`config.mk`:
```
export PLATFORM = sky130hd
export DESIGN_NAME = regfile_write_arbiter_flat
export DESIGN_NICKNAME = d
export VERILOG_FILES = /design/src/rtl/regfile_write_arbiter_if.sv /design/src/rtl/regfile_write_arbiter.sv /design/src/flat_wrapper.sv
export SDC_FILE = /design/constraint.sdc
export NUM_CORES = 1
export LEC_CHECK = 0
export ABC_CLOCK_PERIOD_IN_PS = 3400
export CAP_MARGIN = 30
export CORE_MARGIN = 2
export CORE_UTILIZATION = 43
export DETAILED_ROUTE_END_ITERATION = 8
export PLACE_DENSITY = 0.92
export SLEW_MARGIN = 20
export SYNTH_ARGS = -nofsm -noshare
export SYNTH_HDL_FRONTEND = slang
export SYNTH_SLANG_ARGS = --single-unit
```
`constraint.sdc`:
```
create_clock -name clk -period 3.4 [get_ports clk]
set_input_delay 0.68 -clock clk [delete_from_list [all_inputs] [get_ports clk]]
set_output_delay 0.68 -clock clk [all_outputs]
set_load 0.01 [all_outputs]
```
`src/rtl/regfile_write_arbiter_if.sv`:
```
// Write-port bus between the two writeback requesters (ALU = A, load = M)
// and the register file.
interface regfile_write_arbiter_if #(
   parameter int unsigned CNT_W = 8
);
   logic             a_valid;
   logic [1:0]       a_addr;
   logic [7:0]       a_data;
   logic             a_ready;
   logic             m_valid;
   logic [1:0]       m_addr;
   logic [7:0]       m_data;
   logic             m_ready;
   logic             sigRegWrite;
   logic [1:0]       writeReg;
   logic [7:0]       writeData;
   logic             last_grant;
   logic [CNT_W-1:0] conflict_cnt;

   // Requester / register-file side
   modport master (
      output a_valid, a_addr, a_data, m_valid, m_addr, m_data,
      input  a_ready, m_ready, sigRegWrite, writeReg, writeData,
             last_grant, conflict_cnt
   );

   // Arbiter side
   modport slave (
      input  a_valid, a_addr, a_data, m_valid, m_addr, m_data,
      output a_ready, m_ready, sigRegWrite, writeReg, writeData,
             last_grant, conflict_cnt
   );
endinterface

```
`src/rtl/regfile_write_arbiter.sv`:
```
// Arbitrates the single register-file write port between ALU writeback (A)
// and load writeback (M). Ready is combinational; the write-port drive is
// registered, so a transfer at edge N is written by the register file at N+1.
module regfile_write_arbiter #(
   parameter bit          RR_ENABLE = 1'b1,
   parameter int unsigned CNT_W     = 8
) (
   input logic                    clk,
   input logic                    reset,
   regfile_write_arbiter_if.slave bus
);

   logic             grant_a;
   logic             grant_m;

   logic             sigRegWrite_q, sigRegWrite_d;
   logic [1:0]       writeReg_q,    writeReg_d;
   logic [7:0]       writeData_q,   writeData_d;
   logic             last_grant_q,  last_grant_d;
   logic [CNT_W-1:0] conflict_q,    conflict_d;

   // Grant selection: A wins when alone, under fixed priority, or when M was served last
   always_comb begin
      grant_a = bus.a_valid && (!bus.m_valid || !RR_ENABLE || last_grant_q);
      grant_m = bus.m_valid && !grant_a;
   end

   // Next-state for the write-port drive, grant history and conflict counter
   always_comb begin
      sigRegWrite_d = grant_a || grant_m;
      writeReg_d    = writeReg_q;
      writeData_d   = writeData_q;
      last_grant_d  = last_grant_q;
      conflict_d    = conflict_q;
      if (grant_a) begin
         writeReg_d   = bus.a_addr;
         writeData_d  = bus.a_data;
         last_grant_d = 1'b0;
      end else if (grant_m) begin
         writeReg_d   = bus.m_addr;
         writeData_d  = bus.m_data;
         last_grant_d = 1'b1;
      end
      if (bus.a_valid && bus.m_valid && (conflict_q != '1)) begin
         conflict_d = conflict_q + 1'b1;
      end
   end

   // State registers; reset drops any pending write and favours A next
   always_ff @(posedge clk or posedge reset) begin
      if (reset) begin
         sigRegWrite_q <= 1'b0;
         writeReg_q    <= '0;
         writeData_q   <= '0;
         last_grant_q  <= 1'b1;
         conflict_q    <= '0;
      end else begin
         sigRegWrite_q <= sigRegWrite_d;
         writeReg_q    <= writeReg_d;
         writeData_q   <= writeData_d;
         last_grant_q  <= last_grant_d;
         conflict_q    <= conflict_d;
      end
   end

   assign bus.a_ready      = grant_a;
   assign bus.m_ready      = grant_m;
   assign bus.sigRegWrite  = sigRegWrite_q;
   assign bus.writeReg     = writeReg_q;
   assign bus.writeData    = writeData_q;
   assign bus.last_grant   = last_grant_q;
   assign bus.conflict_cnt = conflict_q;

endmodule

```
`src/flat_wrapper.sv`:
```
// flat-port wrapper written by rule: the top's interface ports become plain ports
module regfile_write_arbiter_flat 
#(
   parameter bit          RR_ENABLE = 1'b1,
   parameter int unsigned CNT_W     = 8
)
  (clk, reset, bus_a_valid, bus_a_addr, bus_a_data, bus_m_valid, bus_m_addr, bus_m_data, bus_a_ready, bus_m_ready, bus_sigRegWrite, bus_writeReg, bus_writeData, bus_last_grant, bus_conflict_cnt);
  regfile_write_arbiter_if #(.CNT_W(CNT_W)) bus_i ();
  input logic clk;
  input logic reset;
  input wire logic [$bits(bus_i.a_valid)-1:0] bus_a_valid;
  input wire logic [$bits(bus_i.a_addr)-1:0] bus_a_addr;
  input wire logic [$bits(bus_i.a_data)-1:0] bus_a_data;
  input wire logic [$bits(bus_i.m_valid)-1:0] bus_m_valid;
  input wire logic [$bits(bus_i.m_addr)-1:0] bus_m_addr;
  input wire logic [$bits(bus_i.m_data)-1:0] bus_m_data;
  output wire logic [$bits(bus_i.a_ready)-1:0] bus_a_ready;
  output wire logic [$bits(bus_i.m_ready)-1:0] bus_m_ready;
  output wire logic [$bits(bus_i.sigRegWrite)-1:0] bus_sigRegWrite;
  output wire logic [$bits(bus_i.writeReg)-1:0] bus_writeReg;
  output wire logic [$bits(bus_i.writeData)-1:0] bus_writeData;
  output wire logic [$bits(bus_i.last_grant)-1:0] bus_last_grant;
  output wire logic [$bits(bus_i.conflict_cnt)-1:0] bus_conflict_cnt;
  assign bus_i.a_valid = bus_a_valid;
  assign bus_i.a_addr = bus_a_addr;
  assign bus_i.a_data = bus_a_data;
  assign bus_i.m_valid = bus_m_valid;
  assign bus_i.m_addr = bus_m_addr;
  assign bus_i.m_data = bus_m_data;
  assign bus_a_ready = bus_i.a_ready;
  assign bus_m_ready = bus_i.m_ready;
  assign bus_sigRegWrite = bus_i.sigRegWrite;
  assign bus_writeReg = bus_i.writeReg;
  assign bus_writeData = bus_i.writeData;
  assign bus_last_grant = bus_i.last_grant;
  assign bus_conflict_cnt = bus_i.conflict_cnt;
  regfile_write_arbiter #(.RR_ENABLE(RR_ENABLE), .CNT_W(CNT_W)) u_core (.clk(clk), .reset(reset), .bus(bus_i));
endmodule
```
==> qor.txt, run 1 <==
===========================================================================================
Result of the run ............................................................ complete, no violations
Core Box Area ................................................................   2190 sq um
Count of pins over their slew limit ..........................................            0
Number of design-rule violations left by the first detailed-router iteration .            9
Startpoint of the most critical register-to-register path .................... u_core.bus.conflict_cnt[0]
Critical path data arrival time ..............................................      2.26 ns
Initial cell density of the core .............................................        44.7%
Actual transition at the worst max-transition pin ............................     0.723 ns
Type of the setup path with the least slack .................................. input port to output pin
TritonCTS clock tree .........................................................          yes
Hold-critical path depth .....................................................            1
Synthesized instance count ...................................................           85
Total Neg Setup Slack ........................................................         0 ns
Start point of the worst min-delay path ...................................... u_core.bus.writeData[2]
Final Routed Wirelength ......................................................      2.10 mm
GPL Wtd Cong .................................................................        0.846
Reg clk slew, reported paths .................................................      0.10 ns
Max-slew headroom ............................................................        51.7%
HPWL Detailed ................................................................      1.65 mm
Synthesized netlist net count ................................................          110
IO buf count .................................................................           45
Clock Root Buffer ............................................................     clkbuf_4
Post-synthesis instance area .................................................    980 sq um
Critical path buffers and inverters ..........................................            2
H-tree levels ................................................................            1
Depth of the worst register-to-register path .................................            4
Cell with the largest stage delay on the worst path .......................... clkdlybuf4s50_1
Number of fill cells .........................................................          167
Slowest cell delay on critical path ..........................................      0.69 ns
GR Util All Layers ...........................................................        18.1%
Synthesis Warnings ...........................................................            0
Max-cap violations ...........................................................            0
Max clock buf depth ..........................................................            2
Sequential share of the synthesized area .....................................        51.2%
Via count of the first global-routing pass ...................................          863
Cts bufs inserted ............................................................            3
Type of destination of the critical path .....................................   output pin
Clock net sink count .........................................................           20
Final period util ............................................................        86.6%
Post-layout minimum cycle time ...............................................      2.94 ns
Overall overflow remaining after global route ................................            0
Routed Antenna Nets ..........................................................            0
Die W ........................................................................      51.7 um
Setup repair after global routing missed its margin ..........................        false
Antenna cell count ...........................................................            0
Most common cell on crit path ................................................ clkdlybuf4s50_1
Row cnt ......................................................................           17
Number of cells upsized or downsized after cts ...............................            0
Distinct cells, synth ........................................................           29
Number of register bits inferred by synthesis ................................           20
Buffers inserted by post-CTS timing repair ...................................            0
Vias per cell ................................................................         5.28
Top Ports ....................................................................           46
Share of layout cells above drive strength 1 .................................        11.5%
Maximum number of pins on one net before global-route repair .................           21
Skew final ...................................................................    0.0122 ns
Final count of hold timing violations ........................................            0
CP Launch Type ...............................................................   input port
Setup WS post-layout .........................................................     0.456 ns
Hold-fix buffer count after cts ..............................................            0
Dominant delay contributor by cell family on the critical path ............... buffers and inverters
Number of placed instances with taps included ................................          154
Maximum fanout count along the critical path .................................            9
Overall die height ...........................................................      51.7 um
Area contributors post-synth ................................................. dfrtp_1 (49%), a221o_1 (10%), and2_0 (5.7%)
Antenna violations before repair .............................................            0
Non-filler instance count after layout .......................................          158
Count of endpoints failing setup in the final report .........................            0
Area enclosed by the die boundary ............................................   2680 sq um
Area share of the leading cell type in the synthesized netlist ...............        48.5%
Fmax .........................................................................      340 MHz
Worst Path Required ..........................................................      2.72 ns
Largest vdd supply drop ......................................................     0.367 mV
Dpl ws .......................................................................     0.487 ns
Critical Path Start ..........................................................  bus_a_valid
Pwr per Cell Area ............................................................  542 nW/um^2
Utilization after layout .....................................................        67.1%
Type of the most critical hold path .......................................... register to register
First-pass GRT wire length ...................................................      3.71 mm
Routed WL per cell ...........................................................      13.3 um
Detailed-routing iteration count for the pre-antenna-repair pass .............            2
DRC violations left ..........................................................            0
Average cell area after synthesis ............................................   11.5 sq um
Area growth, synth to finish .................................................        50.1%
Insertion delay of the later-clocked pin in the worst-skew pair ..............      0.29 ns
Via count ....................................................................          834
Stages on the worst setup path ...............................................            3
Static leakage power .........................................................     0.595 nW
Post-synth top area cell .....................................................      dfrtp_1
Ordered cell list for the critical path ...................................... clkdlybuf4s50_1 -> a21boi_0 -> clkdlybuf4s50_1
Number of nets in the finished design ........................................          156
===========================================================================================
## worst paths after layout
path,endpoint,slack [ns]
worst min-delay path,u_core.bus.writeData[2],0.52
worst max register to register,u_core.bus.conflict_cnt[1],1.74
worst min register to register,u_core.bus.writeData[2],0.52
max in group asynchronous,u_core.bus.sigRegWrite,2.14
min in group asynchronous,u_core.bus.conflict_cnt[4],0.79
worst max-delay path,bus_a_ready,0.46
## cells in the final DEF (no fill, tap or decap)
master	netlist	final
o22a_1	1	1
nand2_1	4	4
o2111ai_1	1	1
o21a_1	3	3
xnor2_1	1	1
and4_2	2	2
nor3_1	3	3
a21boi_0	1	1
nand4_1	3	3
ha_1	1	1
nand3_2	1	1
dfstp_2	1	1
nand2b_1	1	1
clkbuf_8	0	1
nor2_1	3	3
o211ai_2	1	1
a221o_1	10	10
a31oi_1	1	1
clkbuf_4	0	3
and2_2	1	1
a21oi_1	3	3
a21boi_4	1	1
nand3_1	1	1
inv_1	5	5
mux2_2	3	3
clkdlybuf4s50_1	0	45
buf_4	1	1
and2_0	9	9
dfrtp_1	19	19
## stage by stage
step	total power, W	hold WS [ns]	cell area (sq um)
final	0.000797	0.523	1470
after global routing	0.000848	0.544	1470
after detailed placement	0.000667	0.499	1430
after floorplan	0.000497	0.523	980
after global placement	0.000653	0.495	1430
after CTS	0.000800	0.526	1470
## report_power, final
| part | leakage (nW) | switching, W | internal [W] |
|---|---|---|---|
| sequential | 0.241 | 0.0000710 | 0.000292 |
| combinational | 0.334 | 0.000118 | 0.000180 |
| clock | 0.0210 | 0.0000709 | 0.0000652 |
## sequential cells by signal (all words and copies together), names as in the netlist
name / flops
u_core.bus.writeReg: 2
u_core.bus.conflict_cnt: 8
u_core.bus.last_grant: 1
u_core.bus.writeData: 8
u_core.bus.sigRegWrite: 1
## worst reg2reg max path, stage by stage, from the launching register on
cell and delay (ns):
dfrtp_1 0.44, ha_1 0.25, nand4_1 0.24, o211ai_2 0.26
mux2_2 0.36
## Yosys cell counts, drive strengths merged
master and count:
dfrtp 19, a221o 10, and2 10, inv 5, buf 4, nand2 4, a21oi 3, mux2 3
nand4 3, nor2 3, nor3 3, o21a 3, a21boi 2, and4 2, nand3 2, a31oi 1
clkbuf 1, dfstp 1, ha 1, nand2b 1, o2111ai 1, o211ai 1, o22a 1, xnor2 1
## per-layer routing
layer	wire length (um)	GRT usage (%)	vias to the layer above
li1	-	-	407
met1	929	23.5	383
met2	951	29.1	40
met3	199	5.17	4
met4	20	5.70	0
met5	0	0	-
## layout make-up
type / count / area (sq um) / area share [%]
clock buffers: 4 / 36.3 / 2.47
inverters: 5 / 18.8 / 1.28
multi-input cells: 55 / 420 / 28.6
flip-flops and latches: 20 / 502 / 34.1
well taps: 28 / 35.0 / 2.38
repair buffers: 46 / 458 / 31.1
## cell families (layout without fill, tap and decap cells)
| family | after synthesis | in the layout | share of synthesized area (%) |
|---|---|---|---|
| compound gates | 22 | 22 | 20.4 |
| xor+xnor | 1 | 1 | 0.894 |
| fa+ha+maj | 1 | 1 | 1.28 |
| buf+inv | 10 | 55 | 5.87 |
| flops | 20 | 20 | 51.2 |
| mux | 3 | 3 | 3.45 |
| simple gates | 28 | 28 | 16.9 |
Note: power is estimated with default switching activity, not from simulation.
==> run 2: changes to the inputs <==
--- a/config.mk
+++ b/config.mk
@@ -9,8 +9,10 @@
 export CAP_MARGIN = 30
 export CORE_MARGIN = 2
 export CORE_UTILIZATION = 43
+export CTS_CLUSTER_DIAMETER = 50
 export DETAILED_ROUTE_END_ITERATION = 8
 export PLACE_DENSITY = 0.92
+export SKIP_LAST_GASP = 1
 export SLEW_MARGIN = 20
 export SYNTH_ARGS = -nofsm -noshare
 export SYNTH_HDL_FRONTEND = slang
==> results of run 2 <==
Same layout as run 1: the final DEF is identical, and so are final timing and power.
==> variant 1, RTL diff (config.mk and constraints of run 1) <==
Make the reset (`reset`) synchronous in one clocked block.
--- a/src/rtl/regfile_write_arbiter.sv
+++ b/src/rtl/regfile_write_arbiter.sv
@@ -48,5 +48,5 @@
 
    // State registers; reset drops any pending write and favours A next
-   always_ff @(posedge clk or posedge reset) begin
+   always_ff @(posedge clk) begin
       if (reset) begin
          sigRegWrite_q <= 1'b0;
Function: differs if reset is asserted again (counterexample within 4 cycles, from zero or initial values and one cycle with reset high); with reset held inactive, the same outputs for 10 cycles.
==> variant 1 against run 1 <==
- global-route usage is 0.11 points lower
- wire length decreased by 0.52%
- final cell count rose by 10%
- synthesized area up 1.5%
- sequential cell count unchanged
- worst setup slack worse by 0.12 ns
- cell area fell by 0.34%
Power is not compared: it rests on default switching activity, and its combinational part moved more than twofold at a synthesized area within 25%.
==> variant 1: results (changes against run 1) <==
** Run status
- The flow ran to the end, and the final reports show no timing, DRC or antenna violations.

** STA
- Layout Skew :: 0.0128 ns (+0.000649 ns)
- The worst hold margin is 0.456 ns (-0.0665 ns).
- Shortest clock period the worst path allows after layout :: 3.06 ns (+0.116 ns)

** Min path
- The worst hold path terminates at u_core.bus.writeReg[0]$_SDFFE_PP0P_.
- The startpoint identified for the worst hold timing path is u_core.bus.writeReg[0]$_SDFFE_PP0P_.

** Synth
- Fraction of registers with async set or reset after synthesis :: 0% (-100 points)
- Mean area per synthesized cell :: 9.75 sq um (-15%)
- The XOR/XNOR share of the synthesized area is 0.881% (-0.013 points).
- Count of cell types in the netlist :: 34 (+17%)
- Part of the Yosys area used for sequential elements :: 40.3% (-11 points)
- The synthesized net count came to 127 (+15%).

** Drt
- The detailed-routed wire length on met2 came to 1090 um (+15%).
- The met3 wire length came to 206 um (+3.5%).
- The number of detailed-route iterations in the first pass was 4 (+2).
- The average vias per placed instance is 4.95 (-6.3%).
- Vias :: 861 (+3.2%)

** Critical path
- The depth of the worst register-to-register path is 5 (+1).

** Global route
- The first-pass GRT wire length was 3650 um (-1.7%).
- The routing usage on met1 came to 17.2% (-6.3 points).
- The total routing usage reported by global routing came to 17.9% (-0.11 points).
- Met3 capacity usage during global routing :: 5.75% (+0.57 points)

** Placement
- The worst setup timing slack at the placement stage is 0.337 ns (-0.150 ns).
- Dpl cell area :: 0.00144 sq mm (+0.61%)

** Cells and area
- The number of nets in the layout was 173 (+11%).
## variant 1: cell types whose count changed in the layout (fill, tap and decap cells not counted), sizes merged, moves of 3 or more
| cell | change |
|---|---|
| nand2 | +10 |
| nor2 | +7 |
| dfxtp | +20 |
| mux2 | -3 |
| and2 | -10 |
| a221o | -10 |
| o21ai | +12 |
| dfrtp | -19 |
| nor3 | +3 |
| mux2i | +12 |
| o21a | -3 |
## variant 1: worst max-delay path, delay by kind of cell
family	cells	cell delay [ns]
AND/OR/NAND/NOR	1	0.11
AO/OA/AOI/OAI	1	0.37
buffers and inverters	4	1.23
## variant 1: cell type report
| cell class | count | area [sq um] | area share [%] |
|---|---|---|---|
| Timing Repair Buffer | 46 | 458 | 31.3 |
| Tap cell | 28 | 35.0 | 2.39 |
| Multi-Input combinational cell | 72 | 528 | 36.0 |
| Inverter | 5 | 21.3 | 1.45 |
| Clock buffer | 3 | 22.5 | 1.54 |
| Sequential cell | 20 | 400 | 27.3 |
==> variant 2, RTL diff (config.mk and constraints of run 1) <==
Made on the original files. `CNT_W` is set to 8 in 3 places; all go to 12.
--- a/src/rtl/regfile_write_arbiter_if.sv
+++ b/src/rtl/regfile_write_arbiter_if.sv
@@ -2,5 +2,5 @@
 // and the register file.
 interface regfile_write_arbiter_if #(
-   parameter int unsigned CNT_W = 8
+   parameter int unsigned CNT_W = 12
 );
    logic             a_valid;
--- a/src/rtl/regfile_write_arbiter.sv
+++ b/src/rtl/regfile_write_arbiter.sv
@@ -4,5 +4,5 @@
 module regfile_write_arbiter #(
    parameter bit          RR_ENABLE = 1'b1,
-   parameter int unsigned CNT_W     = 8
+   parameter int unsigned CNT_W     = 12
 ) (
    input logic                    clk,
--- a/src/flat_wrapper.sv
+++ b/src/flat_wrapper.sv
@@ -3,5 +3,5 @@
 #(
    parameter bit          RR_ENABLE = 1'b1,
-   parameter int unsigned CNT_W     = 8
+   parameter int unsigned CNT_W     = 12
 )
   (clk, reset, bus_a_valid, bus_a_addr, bus_a_data, bus_m_valid, bus_m_addr, bus_m_data, bus_a_ready, bus_m_ready, bus_sigRegWrite, bus_writeReg, bus_writeData, bus_last_grant, bus_conflict_cnt);
Ports: changed (resized bus_conflict_cnt); port bits go from 46 to 50. The function was not compared with the original's and may differ.
==> variant 2 against run 1 <==
- power rose by 9.6%
- synthesized area rose by 13%
- worst setup slack improved by 0.066 ns
- sequential cell count rose by 4
- via count rose by 24%
- wire length rose by 34%
- cell area rose by 17%
- first-iteration DRC count rose by 110%
- largest cell class unchanged
- largest power group unchanged
==> variant 2: results (changes against run 1) <==
** Run status
- Run status :: finished clean

** Cells and area
- The number of nets in the layout came to 190 (+22%).
- The number of fillers in the final layout is 195 (+17%).

** Placement
- The worst setup timing slack at the placement stage was 0.563 ns (+0.0760 ns).
- Port-buffer cells :: 49 (+8.9%)
- Weighted congestion reported at the end of routability-driven placement :: 0.836 (-1.2%)
- Dpl cell area :: 0.00164 sq mm (+14%)

** Drt
- Detailed-routing iteration count for the pre-antenna-repair pass :: 4 (+2)
- The number of violations reported at the end of detailed-routing iteration 0 is 19 (+10).

** Synth
- The number of unique standard cell types used by synthesis was 24 (-17%).
- Synthesized Nets :: 136 (+24%)
- Part of the Yosys area used for sequential elements :: 54.5% (+3.3 points)
- Post-synth top cells :: nand2_1 (27), dfrtp_1 (23), a22oi_1 (10)
- Main area contributors after synthesis :: dfrtp_1 (52%), nand2_1 (9.2%), a22oi_1 (6.8%)

** STA
- Worst max-slew margin expressed relative to the limit :: 57.0% (+5.2 points)
- The setup skew after layout was 0.00339 ns (-0.00880 ns).

** Power and ir drop
- Highest ir drop seen on vdd :: 0.446 mV (+22%)
- Leak pwr :: 0.735 nW (+23%)

** Critical path
- The highest net fanout along the worst path is 7 (-2).
- CP peak stage delay :: 0.60 ns (-0.09 ns)

** CTS
- Clk slew on worst S/H paths :: 0.13 ns (+0.03 ns)
- Latest clock arrival within the worst-skew pair :: 0.31 ns (+0.02 ns)

** Global route
- The first-pass GRT wire length was 4580 um (+23%).
- Global routing usage summed across all routing layers :: 21.7% (+3.7 points)
- Vias in the first global route :: 1059 (+23%)
[variant 2: changes by cell type after synthesis, sizes merged, moves of 4 or more]
cell          run 1  this run
a221o            10         0
a22oi             0        10
and2             10         0
buf               4         0
dfrtp            19        23
nand2             4        28
nand3             2         8
nor2              3         7
xnor2             1         5
[variant 2: cells by family after synthesis]
group,Yosys count,synth area share [%]
adder cells (fa/ha/maj),1,1.13
flip-flops,24,54.5
XOR/XNOR,6,4.76
AND/OR/NAND/NOR,52,22.2
AO/OA/AOI/OAI,19,12.1
buffers and inverters,6,2.04
multiplexers,3,3.28
[variant 2: layout make-up]
cell class,instances,area share (%)
Multi-Input combinational cell,81,28.0
Tap cell,30,2.19
Clock inverter,1,1.75
Timing Repair Buffer,52,31.0
Inverter,3,0.656
Clock buffer,3,1.31
Sequential cell,24,35.1
[variant 2: layer usage]
| layer | vias up | share of wire [%] | wire length, um | track usage, % |
|---|---|---|---|---|
| met5 | - | 0 | 0 | 0 |
| met4 | 0 | 1.4 | 40 | 10.4 |
| met3 | 4 | 7.0 | 196 | 6.28 |
| met2 | 47 | 53 | 1490 | 36.7 |
| met1 | 491 | 39 | 1090 | 25.0 |
| li1 | 493 | - | - | - |
[variant 2: worst paths after layout]
kind | startpoint | endpoint | slack (ns) | depth (start not counted)
max in group asynchronous | reset | u_core.bus.last_grant$_DFFE_PP1P_ | 2.29 | 3
hold / removal | u_core.bus.last_grant$_DFFE_PP1P_ | u_core.bus.last_grant$_DFFE_PP1P_ | 0.52 | 2
min in group asynchronous | reset | u_core.bus.sigRegWrite$_DFF_PP0_ | 0.62 | 2
setup reg to reg | u_core.bus.conflict_cnt[0]$_DFFE_PP0P_ | u_core.bus.conflict_cnt[1]$_DFFE_PP0P_ | 1.54 | 5
hold reg to reg | u_core.bus.last_grant$_DFFE_PP1P_ | u_core.bus.last_grant$_DFFE_PP1P_ | 0.52 | 2
setup / recovery | bus_m_valid | bus_m_ready | 0.52 | 3
[variant 2: tightest hold or removal path: cells and delay by family, from the launching register on]
| family | cells | cell delay (ns) |
|---|---|---|
| AO/OA/AOI/OAI | 1 | 0.05 |
| flip-flops | 1 | 0.41 |
| AND/OR/NAND/NOR | 1 | 0.08 |
[variant 2: power by group]
part           total, W  internal, W  switching [W]
logic          0.000276     0.000165       0.000111
registers      0.000397     0.000335      0.0000616
clock network  0.000201     0.000119      0.0000823
total          0.000874     0.000619       0.000255
[variant 2: metrics by stage]
step,cells,util [%]
floorplan,111,-
global placement,189,66.7
detailed placement,189,66.7
CTS,193,68.8
global route,194,69.9
finish,194,69.9
